==> src/rtl/apb_decoder_wdt.sv <==
// APB address decoder / response mux with a per-access wait-state watchdog.
// Unmapped addresses and stalled completers terminate with PSLVERR.
module apb_decoder_wdt #(
    parameter int                         NUM_SLAVES      = 2,
    parameter logic [NUM_SLAVES*32-1:0]   START_ADDRS     = {32'h8c000800, 32'h8c000000},
    parameter logic [NUM_SLAVES*32-1:0]   END_ADDRS       = {32'h8c000fff, 32'h8c000598},
    parameter int                         MAX_WAIT_STATES = 32
) (
    input  logic                         clk,
    input  logic                         rst_n,
    input  logic                         PSEL,
    input  logic                         PENABLE,
    input  logic                         PWRITE,
    input  logic [31:0]                  PADDR,
    input  logic [31:0]                  PWDATA,
    output logic [31:0]                  PRDATA,
    output logic                         PREADY,
    output logic                         PSLVERR,
    output logic [NUM_SLAVES-1:0]        PSEL_S,
    output logic                         PENABLE_S,
    output logic                         PWRITE_S,
    output logic [31:0]                  PADDR_S,
    output logic [31:0]                  PWDATA_S,
    input  logic [NUM_SLAVES*32-1:0]     PRDATA_S,
    input  logic [NUM_SLAVES-1:0]        PREADY_S,
    input  logic [NUM_SLAVES-1:0]        PSLVERR_S,
    output logic                         timeout_out,
    output logic                         decerr_out,
    output logic [31:0]                  err_addr_out,
    output logic [7:0]                   err_count_out
);

    localparam int         SW   = (NUM_SLAVES > 1) ? $clog2(NUM_SLAVES) : 1;
    localparam logic [7:0] MAXW = 8'(MAX_WAIT_STATES);

    typedef enum logic [1:0] {
        IDLE,
        ACCESS,
        UNMAPPED
    } state_t;

    state_t          state;
    state_t          state_nx;
    logic [SW-1:0]   sel_q;
    logic [SW-1:0]   sel_nx;
    logic [7:0]      wait_cnt;
    logic [7:0]      wait_nx;

    logic            setup;
    logic            hit_any;
    logic [SW-1:0]   hit_idx;

    logic            slv_ready;
    logic            slv_err;
    logic [31:0]     slv_rdata;

    logic [NUM_SLAVES-1:0] psel_c;
    logic            penable_c;
    logic [31:0]     prdata_c;
    logic            pready_c;
    logic            pslverr_c;
    logic            abort;
    logic            dec_done;

    assign setup = PSEL & ~PENABLE;

    // Scan from the top so the lowest matching window wins on overlap.
    always_comb begin
        hit_any = 1'b0;
        hit_idx = '0;
        for (int i = NUM_SLAVES - 1; i >= 0; i--) begin
            if (PADDR >= START_ADDRS[i*32 +: 32] &&
                PADDR <= END_ADDRS[i*32 +: 32]) begin
                hit_any = 1'b1;
                hit_idx = SW'(i);
            end
        end
    end

    always_comb begin
        slv_ready = 1'b0;
        slv_err   = 1'b0;
        slv_rdata = '0;
        for (int i = 0; i < NUM_SLAVES; i++) begin
            if (sel_q == SW'(i)) begin
                slv_ready = PREADY_S[i];
                slv_err   = PSLVERR_S[i];
                slv_rdata = PRDATA_S[i*32 +: 32];
            end
        end
    end

    always_ff @(posedge clk or negedge rst_n) begin
        if (!rst_n) begin
            state    <= IDLE;
            sel_q    <= '0;
            wait_cnt <= '0;
        end else begin
            state    <= state_nx;
            sel_q    <= sel_nx;
            wait_cnt <= wait_nx;
        end
    end

    always_comb begin
        state_nx  = state;
        sel_nx    = sel_q;
        wait_nx   = wait_cnt;
        psel_c    = '0;
        penable_c = 1'b0;
        prdata_c  = '0;
        pready_c  = 1'b0;
        pslverr_c = 1'b0;
        abort     = 1'b0;
        dec_done  = 1'b0;
        unique case (state)
            IDLE: begin
                if (setup) begin
                    sel_nx   = hit_idx;
                    wait_nx  = '0;
                    state_nx = hit_any ? ACCESS : UNMAPPED;
                    for (int i = 0; i < NUM_SLAVES; i++) begin
                        psel_c[i] = hit_any && (hit_idx == SW'(i));
                    end
                end
            end
            ACCESS: begin
                for (int i = 0; i < NUM_SLAVES; i++) begin
                    psel_c[i] = PSEL && (sel_q == SW'(i));
                end
                penable_c = PENABLE;
                prdata_c  = slv_rdata;
                if (!PSEL) begin
                    state_nx = IDLE;
                end else if (PENABLE) begin
                    if (slv_ready) begin
                        pready_c  = 1'b1;
                        pslverr_c = slv_err;
                        state_nx  = IDLE;
                    end else if (wait_cnt == MAXW) begin
                        // Completer stalled too long: terminate upstream.
                        pready_c  = 1'b1;
                        pslverr_c = 1'b1;
                        prdata_c  = '0;
                        abort     = 1'b1;
                        state_nx  = IDLE;
                    end else begin
                        wait_nx = wait_cnt + 8'd1;
                    end
                end
            end
            UNMAPPED: begin
                if (!PSEL) begin
                    state_nx = IDLE;
                end else if (PENABLE) begin
                    pready_c  = 1'b1;
                    pslverr_c = 1'b1;
                    dec_done  = 1'b1;
                    state_nx  = IDLE;
                end
            end
            default: begin
                state_nx = IDLE;
            end
        endcase
    end

    // Outputs are forced low while reset is held, even mid-transfer.
    assign PSEL_S    = rst_n ? psel_c : '0;
    assign PENABLE_S = rst_n & penable_c;
    assign PWRITE_S  = rst_n & PWRITE;
    assign PADDR_S   = rst_n ? PADDR : '0;
    assign PWDATA_S  = rst_n ? PWDATA : '0;
    assign PRDATA    = rst_n ? prdata_c : '0;
    assign PREADY    = rst_n & pready_c;
    assign PSLVERR   = rst_n & pslverr_c;

    always_ff @(posedge clk or negedge rst_n) begin
        if (!rst_n) begin
            timeout_out   <= 1'b0;
            decerr_out    <= 1'b0;
            err_addr_out  <= '0;
            err_count_out <= '0;
        end else begin
            timeout_out <= abort;
            decerr_out  <= dec_done;
            if (abort || dec_done) begin
                err_addr_out <= PADDR;
                if (err_count_out != 8'hff) begin
                    err_count_out <= err_count_out + 8'd1;
                end
            end
        end
    end

endmodule

==> config.mk <==
export PLATFORM = sky130hd
export DESIGN_NAME = apb_decoder_wdt
export DESIGN_NICKNAME = d
export VERILOG_FILES = /design/src/rtl/apb_decoder_wdt.sv
export SDC_FILE = /design/constraint.sdc
export NUM_CORES = 1
export LEC_CHECK = 0
export ABC_AREA = 1
export ABC_CLOCK_PERIOD_IN_PS = 2500
export BUFFER_PORTS_ARGS = -buffer_cell sky130_fd_sc_hd__clkbuf_2
export CAP_MARGIN = 40
export CORE_AREA = 2 2 108 110
export DETAILED_ROUTE_END_ITERATION = 6
export DIE_AREA = 0 0 110 112
export GPL_TIMING_DRIVEN = 0
export PLACE_DENSITY = 0.7
export SYNTH_ARGS = -nofsm -noshare
export SYNTH_HDL_FRONTEND = slang
export SYNTH_SLANG_ARGS = --single-unit
==> constraint.sdc <==
create_clock -name clk -period 2.5 [get_ports clk]
set_input_delay 0.375 -clock clk [delete_from_list [all_inputs] [get_ports clk]]
set_output_delay 0.375 -clock clk [all_outputs]
set_load 0.05 [all_outputs]
# Word level (Yosys, flattened, before mapping)
# Cells that the tools add are included.
[totals] regBits=53 in_bits=137 out_inout_bits=144 wordCells=95
[classes] n_addsub=2 n_lt_le_gt_ge=4 eq_ne=12 muxes=49 bitwise=8 n_reduce_logical=13
[ops] op="32-bit two-way mux" n=9
[ops] op="32-bit greater-or-equal comparator, second input constant" n=2
[ops] op="32-bit <= comparator, second input constant" n=2
[ops] op="8-bit two-way mux" n=5
[ops] op="1-bit two-way mux" n=20
[ops] op="2-bit two-way mux" n=10
[ops] op="8-bit by 1-bit adder with 8-bit output, second input constant" n=2
[ops] op="8-bit case mux with 2 select lines" n=1
[ops] op="2-bit != test, second input constant" n=5
[ops] op="8-bit by 6-bit == test with 1-bit output, second input constant" n=1
[ops] op="8-bit != test, second input constant" n=1
[ops] op="1-bit logical AND" n=6
[ops] op="3-bit != test, second input constant" n=2
[ops] op="2-bit case mux with 3 select lines" n=1
[ops] op="6-bit AND reduction" n=1
[ops] op="1-bit AND" n=5
[ops] op="4-bit != test, second input constant" n=1
[ops] op="1-bit case mux with 2 select lines" n=2
[ops] op="2-bit case mux with 2 select lines" n=1
[ops] op="2-bit AND reduction" n=2
[ops] op="4-bit AND reduction" n=1
[ops] op="1-bit NOT" n=3
[ops] op="2-bit by 1-bit == test with 1-bit output, second input constant" n=1
[ops] op="2-bit == test, second input constant" n=1
[ops] op="3 further kinds" n=3

# Longest topological paths before layout
[depth] ltp_word=9 mapped_depth=11 mapped_depth_nobuf=11

# Worst setup path after synthesis
# No wires, ideal clock.
[synth_path] path_type="register to output" startpoint="reg state[1]" endpoint="out PRDATA[10]" arrival_ps=2282 required_ps=2125 setup_slack_ps=-157 path_stages_with_launch=8 cell_sequence="dfrtp_1 inv_1 ha_1 buf_2 nand2_1 o21bai_2 buf_4 nor3_1"
[synth_between] elab_chain_len=3
[synth_rtl] item="start: declaration" line_no="42" text="state_t state;"
[synth_rtl] item="start signal: assignment" line_no="99" text="state <= state_nx;"
[synth_rtl] item="2-bit by 1-bit == test with 1-bit output" line_no="116" text="unique case (state)"
[synth_rtl] item="32-bit two-way mux" line_no="116"
[synth_rtl] item="32-bit two-way mux" line_no="174" text="assign PRDATA = rst_n ? prdata_c : '0;"
[synth_rtl] item="end: declaration" line_no="16" text="output logic [31:0] PRDATA,"
# No other way between the ends.

# Final worst setup path
[layout_path] startpoint="reg wait_cnt[0]" endpoint="out PRDATA[3]"
[layout_between] elab_chain_len=7
[layout_rtl] item="start: declaration" line_no="46" text="logic [7:0] wait_cnt;"
[layout_rtl] item="start signal: assignment" line_no="101" text="wait_cnt <= wait_nx;"
[layout_rtl] item="8-bit by 6-bit == test with 1-bit output" line_no="140" text="end else if (wait_cnt == MAXW) begin"
[layout_rtl] item="32-bit two-way mux" line_no="140"
[layout_rtl] item="32-bit two-way mux" line_no="136" text="if (slv_ready) begin"
[layout_rtl] item="32-bit two-way mux" line_no="135" text="end else if (PENABLE) begin"
[layout_rtl] item="32-bit two-way mux" line_no="133" text="if (!PSEL) begin"
[layout_rtl] item="32-bit two-way mux" line_no="116"
[layout_rtl] item="32-bit two-way mux" line_no="174"
# No other way between the ends.

==> flow_summary.ini <==
[critical_path]
reg2reg_from = state[1]
start_kind = flop
r2r_end = err_addr_out[8]
reg2reg_depth = 8
cp_data_arrival_time_ps = 2070
crit_type = reg2out
endpoint_kind = output pin
worstPathRequired_ps = 2120
reg2reg_slack_ps = 670
cp_max_fo = 10

[power]
p_switching_mw = 2.328
clkPwrFrac_pct = 16.1
p_sw_share_pct = 52.95
comb_power_share_pct = 53.5
intPower_mw = 2.069
power_mw = 4.398
irDropWorstVdd_v = 0.0008305
seqPwrFrac_pct = 30.3
cellPowerDensity_nw_per_um2 = 749.6
power_leakage_nw = 3.800

[clocking]
root_buffer = clkbuf_16
cts_tree = built
clkLatencyLatePin_ps = 290
h-tree-depth = 2
cts_made_buffers = 5
path_clk_slew_ps = 70
cts_buffer_depth = 2
cts.sinks = 53

[global_routing]
grt_max_degree = 38
grt_pass1_vias = 4229
antenna_found_initial = 0
overflow = 0
grt_usage_pct = 22.29
grt_pass1_wl_mm = 21.62

[logic_synthesis]
ys.flop_type = dfrtp_1
yosysUniqueCellTypes = 29
netlist_instances = 619
synth_area_um2 = 3801
ys_ff_latch = 53
ys_warn_count = 0
yosysSeqAreaShare_pct = 34.89
synth_edf_count = 0
syn_avg_cell_area_um2 = 6.141
syn-num-nets = 762
async_flop_share_pct = 100.0

[timing]
period_needed_ps = 2450
relSlewSlack_pct = 40.60
max_clock_freq_mhz = 408.2
skew_ps = 6.885
setup_violations = 0
fin_setup_tns_ps = 0
drv_slew = 0
setup_slack_ps = 50.15
final_hold_viol_count = 0
tightest_slew_ps = 888.1
period_share_pct = 97.99

[outcome]
status = finished clean

[final_layout]
nets = 1058
regArea_um2 = 1326
design_area_um2 = 5867
fin_util_pct = 52.50
drive_gt1_share_pct = 36.68
multiInputGateArea_um2 = 2033
areaGrowthSynthToFinish_pct = 54.35
diodes = 0
nFillCells = 1154

[place]
post-place-ws_ps = -728.5
post_dp_cell_area_um2 = 5401
portBuffers = 280
dp_hpwl_mm = 11.60
gp_congestion = 0.8921

[floorplan]
core-area_um2 = 11170
die_h_um = 112
die_area_um2 = 12320
fp-row-count = 39
start_util_pct = 34.02
io_pins = 281
die_x_um = 110

[detailed_routing]
vias = 4845
drtIter0Drc = 243
drc = 0
drt_first_pass_iters = 5
viasPerCell = 4.575
wl_per_cell_um = 13.67
ant_nets = 0
totalWireLength_mm = 14.48

[hold_path]
min_path_type = in2async

[run]
maxCapViolCount = 0
## metal layers
| layer | wire length, µm | track usage [%] | vias to the layer above |
|---|---|---|---|
| li1 | - | - | 2456 |
| met1 | 6000 | 30.61 | 2189 |
| met4 | 370 | 6.245 | 0 |
| met5 | 0 | 0 | - |
| met2 | 7246 | 36.36 | 179 |
| met3 | 863 | 3.103 | 21 |
## area by class of cell
cell class / instances / share of cell area [%]
Buffer: 28 / 2.943
Clock buffer: 5 / 2.133
Clock inverter: 3 / 0.3626
Inverter: 101 / 6.462
Multi-Input combinational cell: 435 / 34.66
Sequential cell: 53 / 22.61
Tap cell: 143 / 3.050
Timing Repair Buffer: 291 / 27.79
## worst max path at each step
stage / startpoint / end / slack, ps / depth (start not counted)
floorplan: state[1] / PRDATA[10] / -160 / 7
global placement: rst_n / PRDATA[24] / -1090 / 7
detailed placement: rst_n / PRDATA[24] / -730 / 8
CTS: state[1] / PRDATA[24] / 20 / 8
global route: wait_cnt[0] / PRDATA[3] / -50 / 10
finish: wait_cnt[0] / PRDATA[3] / 50 / 10
## Yosys cell counts, drive strengths merged, types with 6 or more instances
master	instances	area share (%)
clkbuf	14	1.4
inv	100	9.9
xor2	7	1.6
ha	6	2.0
o21ai	13	2.0
buf	16	2.6
nand2	203	20
nor3	36	5.0
nand3	57	7.5
a21oi	6	0.79
nor2	99	9.9
dfrtp	53	35
## cells by family (layout without fill, tap and decap cells)
family,Yosys count,after routing,share of synthesized area [%]
AND/OR/NAND/NOR,399,399,43.78
adder cells (fa/ha/maj),6,6,1.975
buffers and inverters,131,428,13.99
XOR/XNOR,9,9,2.074
flip-flops,53,53,34.89
AO/OA/AOI/OAI,21,21,3.292
## cell usage in the layout, fill, tap and decap left out, types with 2 or more instances in the layout
cell,n
buf_4,26
clkbuf_8,4
buf_1,2
inv_1,96
ha_1,5
dlygate4sd3_1,2
clkbuf_2,248
inv_2,4
nand2_1,200
clkbuf_16,6
a21oi_1,6
nor3_1,25
nand3_1,57
xor2_1,7
buf_2,7
nor3_2,6
nor2_1,97
buf_12,2
buf_6,5
nor3_4,5
clkbuf_4,9
xnor2_1,2
o21ai_0,11
clkbuf_1,12
dfrtp_1,53
nand2_2,3
## critical path, cell delays in order, from the launching register on
cell      delay (ps)
dfrtp_1          410
inv_1             80
ha_1             160
nand2_1           80
nor2_4           150
nand3_1          150
o21bai_4         190
buf_12           150
buf_6            140
nor3_1            50
clkbuf_4         210
## sequential cells by signal (all words and copies together) (netlist names)
| register | cells |
|---|---|
| decerr_out | 1 |
| err_addr_out | 32 |
| err_count_out | 8 |
| sel_q | 1 |
| state | 2 |
| timeout_out | 1 |
| wait_cnt | 8 |
## metrics by stage
stage / cells / hold WS (ps)
finish: 1059 / 32.86
global route: 1059 / 52.11
CTS: 1049 / 9.693
detailed placement: 1043 / 408.0
global placement: 1042 / 491.7
floorplan: 619 / 79.41
## power by group through the flow
stage | sequential, mW | clock (mW) | combinational, mW
global route | 1.36 | 0.747 | 2.49
finish | 1.33 | 0.710 | 2.35
CTS | 1.33 | 0.717 | 2.35
global placement | 1.34 | 0 | 2.32
floorplan | 2.31 | 0 | 0.699
detailed placement | 1.34 | 0 | 2.35
## what timing repair did
action                     4_1_cts  5_1_grt
pin swaps                        0        1
cloned                           0        2
hold endpoints to repair         0       19
hold buffers                     0        2
gates resized for setup         27       72
setup endpoints to repair      102       61
buffers inserted                 0        6
No activity file was read; power rests on OpenSTA's default activity.
